$ cat src/rtl/ccsds_123b2_selfcheck_uart_reporter.sv
// rtl/ccsds_123b2_selfcheck_uart_reporter.sv - self-check result reporter sending a 10-byte ASCII frame over UART 8N1
//
// Waits for a rising edge of test_finished, latches the five self-check flags and
// transmits "CK:" + five '0'/'1' digits + CR LF, LSB first, one start and one stop bit.
// With REPEAT_CYCLES > 0 the frame is re-sent after an idle gap while test_finished stays high.
//
// Ports:
//   clk, rst_n                 clock, synchronous active-low reset
//   selfcheck_*                result flags from the self-check top
//   test_finished              level input, a frame starts on its rising edge
//   uart_tx                    registered serial output, idle high
//   busy                       registered, high from frame load until return to idle
//   status_latched             {timeout, ref_finished, ref_failed, full_finished, full_failed}
//   frames_sent                completed frames, saturating at 255
module ccsds_123b2_selfcheck_uart_reporter #(
    parameter int          CLKS_PER_BIT  = 868,
    parameter int unsigned REPEAT_CYCLES = 0
) (
    input  logic       clk,
    input  logic       rst_n,
    input  logic       selfcheck_full_failed,
    input  logic       selfcheck_full_finished,
    input  logic       selfcheck_ref_failed,
    input  logic       selfcheck_ref_finished,
    input  logic       selfcheck_timeout,
    input  logic       test_finished,
    output logic       uart_tx,
    output logic       busy,
    output logic [4:0] status_latched,
    output logic [7:0] frames_sent
);

    typedef enum logic [2:0] {
        S_IDLE, S_LOAD, S_START, S_DATA, S_STOP, S_GAP
    } state_t;

    localparam logic [15:0] BIT_LAST = 16'(CLKS_PER_BIT - 1);
    localparam logic [31:0] GAP_LAST = 32'(REPEAT_CYCLES - 1);

    state_t      state, state_next;
    logic [15:0] bit_cnt, bit_cnt_next;
    logic [2:0]  bit_idx, bit_idx_next;
    logic [3:0]  byte_idx, byte_idx_next;
    logic [31:0] gap_cnt, gap_cnt_next;
    logic        tf_prev;
    logic        rise;
    logic        bit_end;
    logic        frame_done;
    logic [7:0]  tx_byte;
    logic        tx_next;
    logic        busy_next;

    assign rise    = test_finished & ~tf_prev;
    assign bit_end = (bit_cnt == BIT_LAST);

    // State register; uart_tx/busy are registered from the next-state decode so
    // they change on the same edge as the state they describe.
    always_ff @(posedge clk) begin
        if (!rst_n) begin
            state          <= S_IDLE;
            bit_cnt        <= 16'd0;
            bit_idx        <= 3'd0;
            byte_idx       <= 4'd0;
            gap_cnt        <= 32'd0;
            tf_prev        <= 1'b0;
            status_latched <= 5'd0;
            frames_sent    <= 8'd0;
            uart_tx        <= 1'b1;
            busy           <= 1'b0;
        end else begin
            state    <= state_next;
            bit_cnt  <= bit_cnt_next;
            bit_idx  <= bit_idx_next;
            byte_idx <= byte_idx_next;
            gap_cnt  <= gap_cnt_next;
            tf_prev  <= test_finished;
            uart_tx  <= tx_next;
            busy     <= busy_next;
            if (state == S_LOAD) begin
                status_latched <= {selfcheck_timeout, selfcheck_ref_finished,
                                   selfcheck_ref_failed, selfcheck_full_finished,
                                   selfcheck_full_failed};
            end
            if (frame_done && frames_sent != 8'hFF) begin
                frames_sent <= frames_sent + 8'd1;
            end
        end
    end

    // Next-state and counter decode
    always_comb begin
        state_next    = state;
        bit_cnt_next  = 16'd0;
        bit_idx_next  = bit_idx;
        byte_idx_next = byte_idx;
        gap_cnt_next  = 32'd0;
        frame_done    = 1'b0;
        case (state)
            S_IDLE: begin
                if (rise) state_next = S_LOAD;
            end
            S_LOAD: begin
                byte_idx_next = 4'd0;
                state_next    = S_START;
            end
            S_START: begin
                bit_cnt_next = bit_end ? 16'd0 : bit_cnt + 16'd1;
                if (bit_end) begin
                    bit_idx_next = 3'd0;
                    state_next   = S_DATA;
                end
            end
            S_DATA: begin
                bit_cnt_next = bit_end ? 16'd0 : bit_cnt + 16'd1;
                if (bit_end) begin
                    if (bit_idx == 3'd7) state_next = S_STOP;
                    else bit_idx_next = bit_idx + 3'd1;
                end
            end
            S_STOP: begin
                bit_cnt_next = bit_end ? 16'd0 : bit_cnt + 16'd1;
                if (bit_end) begin
                    if (byte_idx != 4'd9) begin
                        byte_idx_next = byte_idx + 4'd1;
                        state_next    = S_START;
                    end else begin
                        frame_done = 1'b1;
                        state_next = (REPEAT_CYCLES != 0) ? S_GAP : S_IDLE;
                    end
                end
            end
            S_GAP: begin
                gap_cnt_next = gap_cnt + 32'd1;
                if (gap_cnt == GAP_LAST) state_next = test_finished ? S_LOAD : S_IDLE;
            end
            default: state_next = S_IDLE;
        endcase
        // Both counters restart from zero whenever a new state is entered.
        if (state_next != state) begin
            bit_cnt_next = 16'd0;
            gap_cnt_next = 32'd0;
        end
    end

    // Output decode for the state being entered
    always_comb begin
        tx_byte = 8'h00;
        case (byte_idx_next)
            4'd0: tx_byte = 8'h43;
            4'd1: tx_byte = 8'h4B;
            4'd2: tx_byte = 8'h3A;
            4'd3: tx_byte = 8'h30 + {7'd0, status_latched[0]};
            4'd4: tx_byte = 8'h30 + {7'd0, status_latched[1]};
            4'd5: tx_byte = 8'h30 + {7'd0, status_latched[2]};
            4'd6: tx_byte = 8'h30 + {7'd0, status_latched[3]};
            4'd7: tx_byte = 8'h30 + {7'd0, status_latched[4]};
            4'd8: tx_byte = 8'h0D;
            4'd9: tx_byte = 8'h0A;
            default: tx_byte = 8'h00;
        endcase
        tx_next = 1'b1;
        if (state_next == S_START)     tx_next = 1'b0;
        else if (state_next == S_DATA) tx_next = tx_byte[bit_idx_next];
        busy_next = (state_next != S_IDLE);
    end

endmodule

$ cat config.mk
export PLATFORM = sky130hd
export DESIGN_NAME = ccsds_123b2_selfcheck_uart_reporter
export DESIGN_NICKNAME = d
export VERILOG_FILES = /design/src/rtl/ccsds_123b2_selfcheck_uart_reporter.sv
export SDC_FILE = /design/constraint.sdc
export NUM_CORES = 1
export LEC_CHECK = 0
export ABC_AREA = 0
export BUFFER_PORTS_ARGS = -buffer_cell sky130_fd_sc_hd__buf_2
export CORE_MARGIN = 2
export CORE_UTILIZATION = 35
export DETAILED_ROUTE_END_ITERATION = 16
export GPL_TIMING_DRIVEN = 1
export PLACE_DENSITY_LB_ADDON = 0.15
export REMOVE_ABC_BUFFERS = 1
export SYNTH_ARGS = -nofsm -noshare
export SYNTH_HDL_FRONTEND = slang
export SYNTH_SLANG_ARGS = --single-unit
$ cat constraint.sdc
create_clock -name clk -period 4.5 [get_ports clk]
set_input_delay 0.9 -clock clk [delete_from_list [all_inputs] [get_ports clk]]
set_output_delay 0.9 -clock clk [all_outputs]
set_load 0.005 [all_outputs]
## After elaboration in Yosys (flattened, before gate mapping)

Index checks and enable logic that the tools add are counted.

- Bitwise gates (word level): 5
- Mux-type cells: 24
- Add/sub/neg operators: 10
- Magnitude comparators: 1
- Eq/ne operators: 22
- Reductions and logical operators: 7
- Divide/modulo/power cells: 0
- Shifts and indexed selects: 0
- $mul: 0

Operators by type and width:

| kind | count |
|---|---|
| $pmux 7 s10 | 1 |
| $add 6x1->7 const A | 5 |
| $add 32x1->32 const B | 1 |
| $eq 32x32->1 const B | 1 |
| $mux 3 | 9 |
| $pmux 3 s6 | 1 |
| $add 16x1->16 const B | 1 |
| $eq 16x10->1 const B | 1 |
| $eq 4x3->1 const B | 4 |
| $eq 3x2->1 const B | 4 |
| $eq 3x3->1 const B | 3 |
| $add 8x1->8 const B | 1 |
| $eq 4x2->1 const B | 2 |
| $eq 4x4->1 const B | 2 |
| $mux 4 | 2 |
| $ne 8x8->1 const B | 1 |
| $pmux 4 s2 | 1 |
| $mux 1 | 7 |
| $pmux 3 s2 | 1 |
| $reduce_or 3->1 | 2 |
| $add 4x1->4 const B | 1 |
| $eq 4x1->1 const B | 1 |
| $logic_not 4->1 | 1 |
| $lt 3x4->1 const B | 1 |
| other kinds (12) | 15 |

- Memories: 0
- Bits in latches: 0
- Word-level logic and storage cells: 79
- Register bits after elaboration: 74
- Bits in read-only memories: 0
- Output and inout port bits: 15
- Bits of input ports: 8
- Bits in writable memories: 0

## Longest topological paths before layout

Gate-level depths: netlist (run 1).

- Word-level depth: 10
- Depth in mapped cells: 11
- Depth with buffers taken out: 10

## Worst setup path before layout (run 1)

No wires, ideal clock.

- Path type: reg2reg
- Start point: reg bit_cnt[0]
- End point: reg uart_tx
- Stages on the path, launching flop included: 11
- Setup slack: 1.994 ns
- Required time: 4.438 ns
- Library setup time: 0.062 ns
- Data arrival time: 2.444 ns
- Clock period less this slack: 2.506 ns
- Buffers on the path: 1
- Path through: dfxtp_1 > ha_1 > nor4b_1 > and4_1 > buf_2 > nand3_1 > mux2_2 > a21oi_1 > or4b_1 > a31oi_1 > nand3b_1

- Word-level cells in the longest chain between the ends: 9
- Elaborated cells on any way between the ends: 27
- Classes of those cells: 12 x eq/ne; 14 x mux; 1 x reduce/logical

RTL lines:

| what | RTL line | text |
|---|---|---|
| start: declaration | 41 | `logic [15:0] bit_cnt, bit_cnt_next;` |
| start signal: assignment | 72 | `bit_cnt <= bit_cnt_next;` |
| $eq 16x10->1 (*) | 54 | `assign bit_end = (bit_cnt == BIT_LAST);` |
| $mux 4 | 122 | `if (bit_end) begin` |
| $pmux 4 s2 | 98 | `case (state)` |
| $eq 4x4->1, or another cell as far along | 148 | `case (byte_idx_next)` |
| $pmux 7 s10 | 148 |  |
| $bmux 1 s3 | 163 | `else if (state_next == S_DATA) tx_next = tx_byte[bit_idx_next];` |
| $mux 1 (not written as such) | 163 |  |
| $mux 1 | 163 |  |
| $mux 1 (*) | 162 | `if (state_next == S_START) tx_next = 1'b0;` |
| end signal: assignment | 77 | `uart_tx <= tx_next;` |
| end: declaration | 27 | `output logic uart_tx,` |

Every way passes the cells marked *; elsewhere a longest branch is shown, timed or not. The select of a mux whose other input is x is not followed.
A chain may end at the register's enable or synchronous reset.

## Worst setup path in the final report (run 1)

Same ends and word-level chain as after synthesis.

==> results of run 1 <==
## power groups by stage
stage | Combinational (mW) | Clock (mW) | Sequential (mW)
2_1_floorplan | 0.0237 | 0 | 0.682
3_3_place_gp | 0.0385 | 0 | 0.684
3_5_place_dp | 0.0387 | 0 | 0.684
4_1_cts | 0.0388 | 0.571 | 0.668
5_1_grt | 0.0440 | 0.599 | 0.670
6_report | 0.0385 | 0.551 | 0.668
## metal layers
| layer | vias to the layer above | wire length, µm | global-route usage | part of all wire |
|---|---|---|---|---|
| li1 | 1438 | - | - | - |
| met1 | 1271 | 3460 | 0.176 | 0.50 |
| met2 | 45 | 3040 | 0.201 | 0.44 |
| met3 | 11 | 263 | 0.0376 | 0.038 |
| met4 | 0 | 127 | 0.0608 | 0.018 |
| met5 | - | 0 | 0 | 0 |
## layout make-up
| type | instances | area [µm²] | share of cell area |
|---|---|---|---|
| multi-input cells | 307 | 1950 | 0.493 |
| flip-flops and latches | 74 | 1480 | 0.376 |
| well taps | 133 | 166 | 0.0422 |
| clock buffers | 11 | 141 | 0.0359 |
| repair buffers | 23 | 118 | 0.0298 |
| clock inverters | 3 | 65.1 | 0.0165 |
| inverters | 7 | 26.3 | 0.00666 |
## cell families (layout without fill, tap and decap cells)
family / after synthesis / count (layout)
AND/OR/NAND/NOR: 202 / 202
buffers and inverters: 23 / 44
AO/OA/AOI/OAI: 40 / 40
adder cells (fa/ha/maj): 6 / 6
flip-flops: 74 / 74
XOR/XNOR: 47 / 47
multiplexers: 12 / 12
## worst min path at each step
stage	from	to	slack (ns)	depth (start not counted)
floorplan	gap_cnt[0]	gap_cnt[0]	0.43	1
CTS	gap_cnt[0]	gap_cnt[0]	0.47	1
global route	gap_cnt[0]	gap_cnt[0]	0.51	1
global placement	gap_cnt[0]	gap_cnt[0]	0.45	1
finish	gap_cnt[0]	gap_cnt[0]	0.47	1
detailed placement	gap_cnt[0]	gap_cnt[0]	0.46	1
## critical path, delay by kind of cell, from the launching register on
family	cells	cell delay, ns
flip-flops	1	0.37
AND/OR/NAND/NOR	4	1.38
multiplexers	2	0.36
AO/OA/AOI/OAI	2	0.76
adder cells (fa/ha/maj)	1	0.21
## flip-flops by register name (all words and copies together), names as in the netlist
| signal | flops |
|---|---|
| bit_cnt | 16 |
| uart_tx | 1 |
| state | 3 |
| frames_sent | 8 |
| byte_idx | 4 |
| bit_idx | 3 |
| gap_cnt | 32 |
| busy | 1 |
| status_latched | 5 |
| tf_prev | 1 |
## cells in the mapped netlist, types with 2 or more instances
cell,count,area [µm²]
a211oi_1,2,15.0
and2_1,9,56.3
nor2b_1,3,18.8
nand3b_1,5,37.5
nor2_1,74,278
a21o_1,2,15.0
xor2_1,31,272
buf_4,2,15.0
nor3_1,14,70.1
nand2_1,29,109
clkbuf_1,9,33.8
and4_1,4,35.0
dfxtp_1,74,1480
xnor2_1,16,140
o21ai_0,8,40.0
o211a_1,4,40.0
nand4_4,2,42.5
and3_1,11,68.8
mux2i_1,11,110
o211ai_1,3,22.5
a21oi_1,7,35.0
a31oi_1,6,37.5
nand4_1,14,87.6
inv_1,7,26.3
or3_1,5,31.3
nor4_1,3,18.8
ha_1,6,75.1
nand3_1,20,100
buf_2,4,20.0
==> results.md, run 1 <==
* Leak pwr at 1.45 nW
* Critical Path, Cell by Cell: ha_1, nor4b_1, and4_1, nand3_1, o21ai_1, mux2i_1, mux2i_1, a41oi_1, nand3b_1
* Fillers at 999
* Ys flop type: dfxtp_1
* Max FO, Critical Path at 14
* CP Launch Type: flop
* Final instance area at 0.00394 mm²
* Worst Setup EP: uart_tx
* Via count at 2765
* Remaining antenna violation count after routing at 0
* Power Density at 319 mW/mm²
* DIE WIDTH at 104 µm
* Worst skew pair latency at 0.35 ns
* Setup TNS at 0 ns
* Setup slack at placement at 1.28 ns
* Largest net degree at the start of global routing at 33
* Synth warn at 0
* FF+latch count, synth at 74
* Final #Nets at 436
* Global-route wire length before repair at 11700 µm
* Cts repair resizes at 0
* Adder-Cell Fraction of Synth Area at 0.0212
* Worst reg2reg path depth at 9
* WHS at 0.474 ns
* CTS hold repair buffers at 0
* Core area at 0.00977 mm²
* Die height at 104 µm
* Tcrit/Tclk final at 0.713
* Reg2Reg Launch Point: bit_cnt[0]
* DRC viols at 0
* Rows at 36
* Share of cells above drive strength 1 at 0.108
* RSZ-0062 raised after global routing: no
* Post CTS Setup Buffer Count at 0
* Sequential fraction of the synthesis area at 0.419
* CTS tree: yes
* Drt pass-1 iters at 5
* Longest Clk Path Bufs at 2
* Slew @ Worst Pin at 0.746 ns
* Maximum clock rate at 312 MHz
* Worst hold path type: flop to flop
* Max-Cap Viols at 0
* Clk_skew at 0.00673 ns
* Total gr overflow at 0
* Syn Inst Count at 404
* CTS clock-pin slew for the worst setup and hold paths at 0.07 ns
* Post-synthesis mux area share at 0.0343
* R2r setup slk at 1.29 ns
* Simple-gate portion of the synthesized area at 0.296
* Diode count at 0
* CTS Buf Count at 9
* Required @ worst endpoint at 4.72 ns
* Vias/cell at 4.96
* Reg power frac at 0.531
* I/O pins at 23
* TritonCTS sink count at 74
* Most used cell, CP: mux2i_1
* CP Capture Type: flop
* Synth Area in XOR/XNOR at 0.117
* Worst path max stage delay at 0.59 ns
* Vias in the first global route at 2539
* # setup viols final at 0
* Int Pwr at 998 µW
* Largest family of logic cells by synthesized area: simple AND/OR/NAND/NOR gates
* Status: complete, no violations
* Area Overhead vs Synth at 11.6%
* Crit Path Class: flop to flop
* CP startpoint: bit_cnt[0]
* Post-synth ARST share at 0
* Avg Inst Size Synth at 8.75 µm²
* Total power at 1.26 mW
* Post-DP Area at 0.00374 mm²
* Antenna violations before repair at 0
* Clock power share at 0.438
* Placed Instances at 544
* Synth cell types at 48
* Commonest cells after routing, fill and taps aside: 74 x nor2_1, 74 x dfxtp_1, 31 x xor2_1
* Cell Area, Synth at 0.00353 mm²
* Slowest cell on crit path: and4_1
* Initial Util at 0.361
* Final cell count without fillers at 558
* Post-layout minimum cycle time at 3.21 ns
* EDFF count, synth at 0
* Detailed Route WL at 6890 µm
* Setup ws final at 1.29 ns
* Routability cong. at 0.780
* Worst vdd ir at 195 µV
* Root buffer cell: clkbuf_8
* Number of DRC markers in iteration 0 at 107
* Reg-to-Reg End: uart_tx
* Final Hold Fails at 0
* Gr usage total at 0.133
* Sw frac at 0.207
* Die area at 0.0109 mm²
* Slew Limit Fails at 0
* Worst Path Arrival at 3.43 ns
* Gate power share at 0.031
* Final cell utilization of the core at 0.403
* Routed WL per cell at 12.3 µm
* Complex-gate fraction of the synthesized area at 0.0822
* Relative slew margins at 0.501
* Final HPWL DP at 4710 µm
* NetSw at 260 µW
* Port bufs at 22
* H-tree levels at 3
No activity file was read; power rests on OpenSTA's default activity.
==> inputs of run 2 (changes only) <==
ABC_AREA = 1   (was 0)
clock period = 2.8 ns   (was 4.5 ns; I/O delays follow)
==> run 2 against run 1 <==
  * Clock power is 45% higher
  * Critical path type unchanged
  * Count of clock-buffer cells in the layout fell by 1
  * Critical path depth grew 5
  * Wire length up 12%
  * Non-clock buffer count up 6
==> results.md, run 2 <==
* Routability cong. at 0.850 (+9.0%)
* Cell Area, Synth at 0.00387 mm² (+9.7%)
* Final Hold Fails at 0 (unchanged)
* Ys flop type: dfxtp_1
* Die area at 0.0119 mm² (+9.3%)
* Total gr overflow at 0 (unchanged)
* H-tree levels at 3 (unchanged)
* Relative slew margins at 0.681 (+0.180)
* Setup TNS at 0 ns (unchanged)
* Remaining antenna violation count after routing at 0 (unchanged)
* CTS clock-pin slew for the worst setup and hold paths at 0.08 ns (about the same)
* Worst vdd ir at 193 µV (-0.79%)
* Longest Clk Path Bufs at 2 (unchanged)
* Die height at 109 µm (+4.5%)
* Worst Path Arrival at 2.80 ns (-0.63 ns)
* # setup viols final at 0 (unchanged)
* Via count at 3295 (+19%)
* Antenna violations before repair at 0 (unchanged)
* Global-route wire length before repair at 13900 µm (+18%)
* Root buffer cell: clkbuf_8
* Final cell count without fillers at 735 (+32%)
* CTS tree: yes
* Setup ws final at 0.292 ns (-0.997 ns)
* Worst hold path type: input port to flop
* Top cell type by total area after synthesis: dfxtp_1
* Initial Util at 0.357 (-0.00404)
* Tcrit/Tclk final at 0.896 (+0.182)
* Power Density at 450 mW/mm² (+41%)
* Final HPWL DP at 5740 µm (+22%)
* CP Capture Type: flop
* Most frequent cell after synthesis: nor2_1
* Routed WL per cell at 10.5 µm (-15%)
* EDFF count, synth at 0 (unchanged)
* Fillers at 1172 (+17%)
* Max-Cap Viols at 0 (unchanged)
* DRC viols at 0 (unchanged)
* Commonest cells after routing, fill and taps aside: 119 x nor2_1, 104 x nand2_1, 85 x inv_1
* Required @ worst endpoint at 3.09 ns (-1.63 ns)
* Status: complete, no violations
* WHS at 0.422 ns (-0.0515 ns)
* Port bufs at 22 (unchanged)
* Crit Path Class: flop to flop
* Maximum clock rate at 399 MHz (+28%)
* FF+latch count, synth at 74 (unchanged)
* Core area at 0.0108 mm² (+11%)
* Leak pwr at 1.76 nW (+22%)
* Max FO, Critical Path at 32 (+18)
* Setup slack at placement at 0.203 ns (-1.08 ns)
* Rows at 38 (+5.6%)
* Diode count at 0 (unchanged)
* Sequential fraction of the synthesis area at 0.382 (-0.0370)
* CTS hold repair buffers at 0 (unchanged)
* Area of the multi-input gates at 0.00202 mm² (+4.0%)
* Avg Inst Size Synth at 6.93 µm² (-21%)
* Share of cells above drive strength 1 at 0.0992 (-0.00908)
* Drt pass-1 iters at 4 (-1)
* Most common cell after layout, fill and taps aside: nor2_1
* TritonCTS sink count at 74 (unchanged)
* Number of DRC markers in iteration 0 at 186 (+74%)
* Synth cell types at 35 (-27%)
* RSZ-0062 raised after global routing: no
* Vias in the first global route at 3180 (+25%)
* Clk_skew at 0.0121 ns (+0.00538 ns)
* CP Launch Type: flop
* I/O pins at 23 (unchanged)
* Total power at 1.96 mW (+56%)
* Biggest register: gap_cnt
* Reg area at 0.00148 mm² (unchanged)
* Share of the synthesized area in the top cell type at 0.382 (-0.0370)
* Placed Instances at 721 (+33%)
* Most common library cells after synthesis: 120 x nor2_1, 104 x nand2_1, 85 x inv_1
* Worst skew pair latency at 0.36 ns (about the same)
* Slew @ Worst Pin at 0.478 ns (-0.268 ns)
* Max FFs per register at 32 (unchanged)
* Largest net degree at the start of global routing at 33 (unchanged)
* DIE WIDTH at 109 µm (+4.5%)
* Largest regs: gap_cnt: 32 flops, bit_cnt: 16 flops, frames_sent: 8 flops
* Vias/cell at 4.48 (-9.5%)
* CTS Buf Count at 9 (unchanged)
* Synth area leaders: dfxtp_1 38%, nor2_1 12%, nand2_1 10%
* Post-layout minimum cycle time at 2.51 ns (-0.703 ns)
* Area Overhead vs Synth at 12.4%
* Gr usage total at 0.146 (+0.0127)
* Detailed Route WL at 7720 µm (+12%)
* Synth warn at 0 (unchanged)
* Post-synth ARST share at 0 (unchanged)
* Final #Nets at 607 (+39%)
* Slew Limit Fails at 0 (unchanged)
* Syn Inst Count at 559 (+38%)
run 2: cell types whose count changed in the layout (fill, tap and decap cells not counted), sizes merged, moves of 5 or more:
cell,previous run,this run
a21oi,7,12
inv,7,85
xor2,31,26
mux2i,11,0
nor2,74,125
and3,11,1
a31oi,7,1
nand3,20,37
and2,9,2
nand2,29,105
buf,23,29
or3,5,0
run 2: metrics by stage:
stage                     area [µm²]  utilization
after CTS                       4330        0.400
after global routing            4350        0.402
final                           4350        0.402
after global placement          4150        0.383
after floorplan                 3820            -
after detailed placement        4150        0.383
run 2: worst max-delay path: stages (launching register included):
cell	delay [ns]
dfxtp_1	0.35
ha_1	0.20
nand3_2	0.13
nor2_2	0.16
nand4_2	0.12
nor2_2	0.13
nand4_2	0.12
or2_4	0.27
clkinv_2	0.05
nand2_2	0.06
a21oi_4	0.21
xor2_2	0.22
nand3_2	0.09
buf_6	0.20
nor2_1	0.11
run 2: cell families after synthesis:
group,synth area share
compound gates,0.0507
buf+inv,0.0982
xor+xnor,0.104
fa+ha+maj,0.0194
simple gates,0.346
flops,0.382
run 2: power by group:
| group | internal, mW | switching, mW |
|---|---|---|
| logic | 0.0338 | 0.0520 |
| registers | 1.07 | 0.00804 |
| clock network | 0.419 | 0.381 |
run 2: cell type report:
| type | instances | area share |
|---|---|---|
| repair buffers | 29 | 0.0382 |
| clock inverters | 3 | 0.00977 |
| flip-flops and latches | 74 | 0.340 |
| inverters | 87 | 0.0753 |
| multi-input cells | 392 | 0.465 |
| well taps | 140 | 0.0402 |
| clock buffers | 10 | 0.0316 |
run 2: final timing paths:
path / start / to / slack, ns / depth (start not counted)
max: gap_cnt[0] / gap_cnt[20] / 0.29 / 14
min: selfcheck_full_finished / status_latched[1] / 0.42 / 3
max reg2reg: gap_cnt[0] / gap_cnt[20] / 0.29 / 14
min reg2reg: gap_cnt[0] / gap_cnt[0] / 0.45 / 1
run 2: timing repair:
action / CTS / global route
buffers inserted: 0 / 1
endpoints found under the setup margin: 0 / 22
gates resized for setup: 0 / 3
run 2: layer usage:
layer / part of all wire / global-route usage
met1: 0.51 / 0.190
met2: 0.45 / 0.232
met3: 0.032 / 0.0395
met4: 0.016 / 0.0515
met5: 0 / 0
==> inputs of run 3 (changes only) <==
CORE_ASPECT_RATIO = 0.9   (was unset)
==> run 3 against run 2 <==
  * Via count rose by 0.85%
  * Sequential share of layout area shrank 0.78 points
  * Non-clock buffer count fell by 2
  * Register-to-register slack lost 0.03 ns
  * Critical path depth is the same
  * Maximum frequency shrank 1.4%
  * Global-route usage fell by 0.078 points
  * Cell area is 2.4% higher
  * Critical path type unchanged
  * Critical endpoint is now gap_cnt[15]
  * Highest routed layer unchanged
==> results.md, run 3 (synthesized netlist as in run 2, its figures left out) <==
* Max FO, Critical Path at 32 (unchanged)
* Final HPWL DP at 5740 µm (about the same)
* Port bufs at 22 (unchanged)
* Relative slew margins at 0.678 (-0.00241)
* Setup slack at placement at 0.175 ns (-0.0278 ns)
* Worst hold path type: input port to flop
* Worst skew pair latency at 0.33 ns (-0.03 ns)
* Setup ws final at 0.258 ns (-0.0344 ns)
* Final #Nets at 605 (-0.33%)
* RSZ-0062 raised after global routing: yes
* Vias/cell at 4.56 (+1.8%)
* Maximum clock rate at 393 MHz (-1.4%)
* Longest Clk Path Bufs at 2 (unchanged)
* Global-route wire length before repair at 14200 µm (+2.4%)
* CP Launch Type: flop
* Total power at 2.37 mW (+21%)
* Number of DRC markers in iteration 0 at 154 (-17%)
* Biggest register: gap_cnt
* CP Capture Type: flop
* Area Overhead vs Synth at 15.0%
* Clk_skew at 0.00658 ns (-0.00552 ns)
* CTS clock-pin slew for the worst setup and hold paths at 0.06 ns (-0.02 ns)
* Crit Path Class: flop to flop
* Gr usage total at 0.145 (-0.000783)
* Slew @ Worst Pin at 0.482 ns (+0.00361 ns)
* Routed WL per cell at 10.7 µm (+1.7%)
* Critical Path, Cell by Cell: ha_1, nand3_2, nor2_2, nand4_2, nor2_2, nand4_2, or2_4, clkinv_2, nand2_2, a21oi_4, xor2_2, nand3_2, buf_6, nor2_1
* Leak pwr at 1.81 nW (+2.6%)
* Via count at 3323 (+0.85%)
* Vias in the first global route at 3194 (+0.44%)
* H-tree levels at 3 (unchanged)
* Die area at 0.0119 mm² (about the same)
* Drt pass-1 iters at 4 (unchanged)
* DIE WIDTH at 115 µm (+5.2%)
* Share of cells above drive strength 1 at 0.0958 (-0.00336)
* Antenna violations before repair at 0 (unchanged)
* Remaining antenna violation count after routing at 0 (unchanged)
* CTS Buf Count at 9 (unchanged)
* Final cell utilization of the core at 0.412 (+0.0106)
* Most common cell after layout, fill and taps aside: nor2_1
* TritonCTS sink count at 74 (unchanged)
* CTS tree: yes
* Routability cong. at 0.840 (-1.1%)
* # setup viols final at 0 (unchanged)
* Largest regs: gap_cnt: 32 flops, bit_cnt: 16 flops, frames_sent: 8 flops
* Slew Limit Fails at 0 (unchanged)
* Status: complete, no violations
* Diode count at 0 (unchanged)
* R2r setup slk at 0.26 ns (-0.03 ns)
* Detailed Route WL at 7780 µm (+0.76%)
* Root buffer cell: clkbuf_16
* Worst vdd ir at 293 µV (+51%)
* Setup TNS at 0 ns (unchanged)
* Max FFs per register at 32 (unchanged)
* Core area at 0.0108 mm² (-0.28%)
* Slowest cell on crit path: dfxtp_1
* DRC viols at 0 (unchanged)
* Commonest cells after routing, fill and taps aside: 120 x nor2_1, 104 x nand2_1, 85 x inv_1
* Post-layout minimum cycle time at 2.54 ns (+0.0344 ns)
* Final Hold Fails at 0 (unchanged)
* Post CTS Setup Buffer Count at 0 (unchanged)
* Initial Util at 0.358 (+0.000993)
* Die height at 104 µm (-4.9%)
* Worst Path Arrival at 2.81 ns (about the same)
* Rows at 36 (-5.3%)
* Max-Cap Viols at 0 (unchanged)
* Worst path max stage delay at 0.35 ns (about the same)
* Largest net degree at the start of global routing at 33 (unchanged)
* Tcrit/Tclk final at 0.908 (+0.0123)
* Power Density at 531 mW/mm² (+18%)
* Required @ worst endpoint at 3.07 ns (-0.02 ns)
* I/O pins at 23 (unchanged)
* Total gr overflow at 0 (unchanged)
[run 3: cell types whose count changed in the layout (fill, tap and decap cells not counted)]
cell        previous run  this run
clkbuf_8              10         0
clkbuf_16              0         9
buf_4                  6         4
bufinv_16              1         2
clkbuf_1               0         1
clkinvlp_4             1         2
nor2_1               119       120
nor2_2                 6         5
[run 3: where the power goes]
| group | leakage, nW | switching, mW | total [mW] | internal, mW |
|---|---|---|---|---|
| Sequential | 0.597 | 0.00783 | 1.07 | 1.07 |
| Clock | 0.145 | 0.434 | 1.21 | 0.773 |
| Combinational | 1.07 | 0.0522 | 0.0839 | 0.0317 |
[run 3: repair_timing]
item | in CTS | in global routing
hold endpoints to repair | 0 | 0
hold buffers | 0 | 0
endpoints found under the setup margin | 0 | 29
resized for setup | 0 | 2
[run 3: worst paths after layout]
check,from,end,depth (start not counted)
max,gap_cnt[0],gap_cnt[15],14
min,test_finished,tf_prev,3
max reg2reg,gap_cnt[0],gap_cnt[15],14
min reg2reg,gap_cnt[0],gap_cnt[0],1
[run 3: cell type report]
class,instances,area [µm²]
Clock inverter,5,80.1
Timing Repair Buffer,27,151
Fill cell,1140,6350
Clock buffer,10,229
Sequential cell,74,1480
Multi-Input combinational cell,392,2020
Inverter,87,328
Tap cell,133,166
[run 3: worst max-delay path, delay by kind of cell (launching register included)]
kind	cells	cell delay (ns)
compound gates	1	0.21
buf+inv	2	0.25
flops	1	0.35
xor+xnor	1	0.25
fa+ha+maj	1	0.21
simple gates	9	1.20
[run 3: per-stage QoR]
step	cell area (µm²)	std cells	hold slack, ns
2_1_floorplan	3820	553	0.418
3_3_place_gp	4140	713	0.426
3_5_place_dp	4140	713	0.439
4_1_cts	4450	728	0.426
5_1_grt	4460	728	0.434
6_report	4460	728	0.443
[run 3: per-layer routing]
layer	wire [µm]	part of all wire	global-route usage
met3	303	0.039	0.0392
met5	0	0	0
met4	123	0.016	0.0516
met1	4010	0.52	0.198
met2	3340	0.43	0.218
